[config.mk]
export PLATFORM = sky130hd
export DESIGN_NAME = mem_arbiter
export DESIGN_NICKNAME = d
export VERILOG_FILES = /design/src/rtl/mem_arbiter.sv
export SDC_FILE = /design/constraint.sdc
export NUM_CORES = 1
export LEC_CHECK = 0
export CORE_UTILIZATION = 34
export CTS_BUF_LIST = sky130_fd_sc_hd__clkbuf_16
export CTS_CLUSTER_SIZE = 16
export DETAILED_ROUTE_END_ITERATION = 8
export GPL_TIMING_DRIVEN = 0
export PLACE_DENSITY = 0.71
export SYNTH_ARGS = -nofsm -noshare
export SYNTH_HDL_FRONTEND = slang
export SYNTH_SLANG_ARGS = --single-unit
[constraint.sdc]
create_clock -name CLK -period 4.61 [get_ports CLK]
set_input_delay 0.922 -clock CLK [delete_from_list [all_inputs] [get_ports CLK]]
set_output_delay 0.922 -clock CLK [all_outputs]
set_load 0.02 [all_outputs]
[src/rtl/mem_arbiter.sv]
// mem_arbiter: round-robin arbiter and fixed-latency access sequencer that
// lets two cache-side clients share one single-port RAM.
//
// Handshake (both client ports): a client raises ReqN with WrN/AddrN/WDataN
// stable and holds it until AckN, a one-cycle completion pulse. The client
// must drop ReqN, or present a new request, in the cycle after AckN. A ReqN
// still high when the arbiter is back in IDLE is treated as a new access.
// A request is never aborted. Dropping ReqN mid-access still completes the
// access and still pulses AckN.
module mem_arbiter #(
  parameter int AW  = 32,
  parameter int DW  = 32,
  parameter int LAT = 2   // strobe width in cycles, 1..15
) (
  input  logic          CLK,
  input  logic          RST,
  input  logic          Req0,
  input  logic          Wr0,
  input  logic [AW-1:0] Addr0,
  input  logic [DW-1:0] WData0,
  output logic          Ack0,
  output logic [DW-1:0] RData0,
  input  logic          Req1,
  input  logic          Wr1,
  input  logic [AW-1:0] Addr1,
  input  logic [DW-1:0] WData1,
  output logic          Ack1,
  output logic [DW-1:0] RData1,
  output logic [AW-1:0] MAddr,
  output logic [DW-1:0] MWData,
  output logic          MRd,
  output logic          MWr,
  input  logic [DW-1:0] MRData,
  output logic [1:0]    dbg_state
);

  typedef enum logic [1:0] {
    S_IDLE   = 2'd0,
    S_ACCESS = 2'd1,
    S_DONE   = 2'd2
  } state_t;

  // Counter reload: the number of strobe cycles remaining after the first one.
  localparam logic [3:0] CNT_LOAD = 4'(LAT - 1);

  state_t        state_q, state_d;
  logic          gnt_q, gnt_d;
  logic          last_q, last_d;
  logic [3:0]    cnt_q, cnt_d;
  logic          wr_q, wr_d;
  logic [AW-1:0] maddr_q, maddr_d;
  logic [DW-1:0] mwdata_q, mwdata_d;
  logic [DW-1:0] rdata0_q, rdata0_d;
  logic [DW-1:0] rdata1_q, rdata1_d;
  logic          pick;

  // Next-state logic: arbitration in IDLE, latency countdown in ACCESS,
  // round-robin bookkeeping in DONE.
  always_comb begin
    state_d  = state_q;
    gnt_d    = gnt_q;
    last_d   = last_q;
    cnt_d    = cnt_q;
    wr_d     = wr_q;
    maddr_d  = maddr_q;
    mwdata_d = mwdata_q;
    rdata0_d = rdata0_q;
    rdata1_d = rdata1_q;
    // A tie goes to the port that was not served last. A lone request wins.
    pick     = (Req0 && Req1) ? ~last_q : Req1;
    case (state_q)
      S_IDLE: begin
        if (Req0 || Req1) begin
          gnt_d    = pick;
          wr_d     = pick ? Wr1 : Wr0;
          maddr_d  = pick ? Addr1 : Addr0;
          mwdata_d = pick ? WData1 : WData0;
          cnt_d    = CNT_LOAD;
          state_d  = S_ACCESS;
        end
      end
      S_ACCESS: begin
        if (cnt_q == 4'd0) begin
          state_d = S_DONE;
          if (!wr_q) begin
            if (gnt_q) rdata1_d = MRData;
            else       rdata0_d = MRData;
          end
        end else begin
          cnt_d = cnt_q - 4'd1;
        end
      end
      S_DONE: begin
        last_d  = gnt_q;
        state_d = S_IDLE;
      end
      default: state_d = S_IDLE;
    endcase
  end

  // State and datapath registers. last resets to 1 so that port 0 wins the first tie.
  always_ff @(posedge CLK or posedge RST) begin
    if (RST) begin
      state_q  <= S_IDLE;
      gnt_q    <= 1'b0;
      last_q   <= 1'b1;
      cnt_q    <= 4'd0;
      wr_q     <= 1'b0;
      maddr_q  <= '0;
      mwdata_q <= '0;
      rdata0_q <= '0;
      rdata1_q <= '0;
    end else begin
      state_q  <= state_d;
      gnt_q    <= gnt_d;
      last_q   <= last_d;
      cnt_q    <= cnt_d;
      wr_q     <= wr_d;
      maddr_q  <= maddr_d;
      mwdata_q <= mwdata_d;
      rdata0_q <= rdata0_d;
      rdata1_q <= rdata1_d;
    end
  end

  // Strobes and acks are decoded from state, so an async reset kills them at once.
  assign MRd       = (state_q == S_ACCESS) && !wr_q;
  assign MWr       = (state_q == S_ACCESS) && wr_q;
  assign Ack0      = (state_q == S_DONE) && !gnt_q;
  assign Ack1      = (state_q == S_DONE) && gnt_q;
  assign MAddr     = maddr_q;
  assign MWData    = mwdata_q;
  assign RData0    = rdata0_q;
  assign RData1    = rdata1_q;
  assign dbg_state = state_q;

endmodule

==> run summary <==
Cell Area, Placed - 0.00967 mm^2
GP Congestion - 0.790
Power per Cell Area - 713 mW/mm^2
most common cell after layout, fill and taps aside - clkdlybuf4s50_1
vias in the first global route - 5,005
Pwr Total - 0.00733 W
drt total wl - 17,200 um
1st-pass router iterations - 6
Max Clock Freq - 341 MHz
CP Cell Sequence - nand2b_1 > nor2_1 > clkdlybuf4s50_1
Max Cap Viol - 0
All-Layer GR Usage - 18.4%
failing checks - DRC
Synth Instances - 391
final hold violation count - 0
Initial Util - 35.0%
Worst-path clk slew - 0.06 ns
WL per Instance - 18.0 um
RSZ-0062 raised after global routing - no
CTS tree - built
max-slew violation count - 0
initial antenna violation count - 0
Crit path max-delay family - buffers and inverters
period utilisation layout - 63.7%
Clock Latency Late Sink - 0.42 ns
total CTS buffers - 17
library cells used by synthesis - 29
area of the mapped netlist - 0.00635 mm^2
DP HPWL - 13,000 um
Worst Hold Class - reg2reg
most frequent cells in the layout - clkdlybuf4s50_1, dfrtp_1, mux2_2
first-pass GRT wire length - 27,200 um
Worst Max-Slew Pin Slew - 0.608 ns
root buffer cell - clkbuf_16
area growth from synthesis to layout - 61.8%
DR vias/cell - 4.63
Lkg Pwr - 4.40 nW
detailed-route via count - 4,410
CP Max Fanout - 8
#FFs+latches synth - 137
I/O pins - 300
num rows - 49
DP Worst Slack - 1.87 ns
Syn Area/Cell - 16.3 um^2
Die Ht - 139 um
min-delay src - RData1[21]
WHS Path Cells - 1
R2R Setup Slk - 2.66 ns
remaining antenna violation count - 0
hold_buf cts - 0
WP data arrival - 2.01 ns
die extent in x - 139 um
Layout Nets - 878
TNS Setup - 0 ns
Post-CTS Setup Bufs - 0
Worst setup SP type - register
GRT overflow - 0
CORE AREA - 0.0181 mm^2
layout cells sized above 1 - 34.7%
die area - 0.0192 mm^2
port buffer count - 299
PostCTS Resize Cnt - 0
register area share after synthesis - 54.0%
dpl cells - 920
largest net degree at the start of global routing - 74
critical path class - reg2out
Final min period - 2.94 ns
CP max stage delay - 0.67 ns
setup violators final - 0
Design Area, Final - 0.0103 mm^2
Final Skew - 0.00929 ns
CP max-delay cell - clkdlybuf4s50_1
Critical Path RT - 3.69 ns
CP bufs+invs - 1
hold path endpoint - RData1[21]
ANT cells - 0
fillers - 1,437
status - finished, violations left
DRC Markers - 15
DR iter-0 viols - 139
CP endpoint kind - output port
Crit Reg-Reg Endpoint - RData0[19]
final cell count without fillers - 952
Peak VDD IR - 0.000302 V
Yosys warning count - 0
Syn Nets - 559
FF-to-FF path depth - 6
CTS Sinks - 137
reg2reg start - cnt_q[1]
Slew headroom - 59.5%
final setup margin - 1.67 ns
clk buf depth - 2
CTS H-tree lvls - 4
flip-flops by register name, summed over array words and instances (netlist names):
register	cells
MAddr	32
MWData	32
RData0	32
RData1	32
cnt_q	4
dbg_state	2
gnt_q	1
last_q	1
wr_q	1
layer usage:
| metal | share of wire, % | vias up | track usage (%) |
|---|---|---|---|
| li1 | - | 2047 | - |
| met1 | 39 | 2180 | 20.0 |
| met2 | 53 | 157 | 34.0 |
| met3 | 5.5 | 26 | 4.83 |
| met4 | 2.4 | 0 | 7.54 |
| met5 | 0 | - | 0 |
worst reg2reg max path, cell delays in order (launching register included):
cell	delay [ns]
dfrtp_1	0.41
inv_1	0.09
ha_1	0.18
nor3b_4	0.34
nand3_2	0.21
buf_2	0.26
mux2_1	0.35
where the power goes:
part	internal (W)	total [W]	leakage, nW	switching, W
combinational	0.00207	0.00373	2.50	0.00165
sequential	0.00183	0.00218	1.60	0.000352
clock	0.000863	0.00142	0.299	0.000555
cell usage after synthesis, drive strengths merged:
cell type / instances / area share, %
a21bo: 1 / 0.16
a21o: 1 / 0.12
a21oi: 1 / 0.079
buf: 20 / 2.5
dfrtp: 136 / 54
dfstp: 1 / 0.41
ha: 2 / 0.39
inv: 6 / 0.35
mux2: 193 / 39
mux2i: 3 / 0.47
nand2b: 2 / 0.20
nand3: 5 / 0.55
nor2: 5 / 0.41
nor2b: 1 / 0.099
nor3: 1 / 0.079
nor3b: 3 / 0.71
o21ai: 3 / 0.24
o22ai: 1 / 0.099
o311ai: 1 / 0.14
or2: 2 / 0.20
or3: 1 / 0.099
or4: 2 / 0.24
cell type report:
| cell class | instances | area (um^2) | share of cell area (%) |
|---|---|---|---|
| clock buffer | 17 | 425 | 4.14 |
| tap | 229 | 287 | 2.79 |
| sequential | 137 | 3430 | 33.4 |
| inverter | 6 | 27.5 | 0.268 |
| multi-input combinational | 228 | 2750 | 26.7 |
| timing repair buffer | 300 | 3020 | 29.4 |
| clock inverter | 15 | 188 | 1.83 |
| buffer | 20 | 158 | 1.53 |
worst max-delay path by stage:
| stage | startpoint | endpoint | slack [ns] | cells after the start |
|---|---|---|---|---|
| after floorplan | RST | MAddr[0] | 0.02 | 1 |
| after global placement | RST | MAddr[14] | -1.71 | 2 |
| after detailed placement | Req0 | MWData[11] | 1.87 | 6 |
| after CTS | dbg_state[1] | MWr | 1.67 | 3 |
| after global routing | dbg_state[1] | MWr | 1.57 | 3 |
| final | dbg_state[1] | MWr | 1.67 | 3 |
cells by family after synthesis:
| family | after synthesis | share of synthesized area, % |
|---|---|---|
| multiplexers | 196 | 39.4 |
| flip-flops | 137 | 54.0 |
| buffers and inverters | 26 | 2.84 |
| AO/OA/AOI/OAI | 8 | 0.827 |
| AND/OR/NAND/NOR | 22 | 2.58 |
| adder cells (fa/ha/maj) | 2 | 0.394 |
metrics by stage:
| step | hold slack, ns | util (%) |
|---|---|---|
| global route | 0.512 | 56.6 |
| global placement | 0.477 | 53.1 |
| detailed placement | 0.491 | 53.3 |
| finish | 0.503 | 56.6 |
| floorplan | 0.494 | - |
| CTS | 0.506 | 56.6 |
No activity file was read; power rests on OpenSTA's default activity.
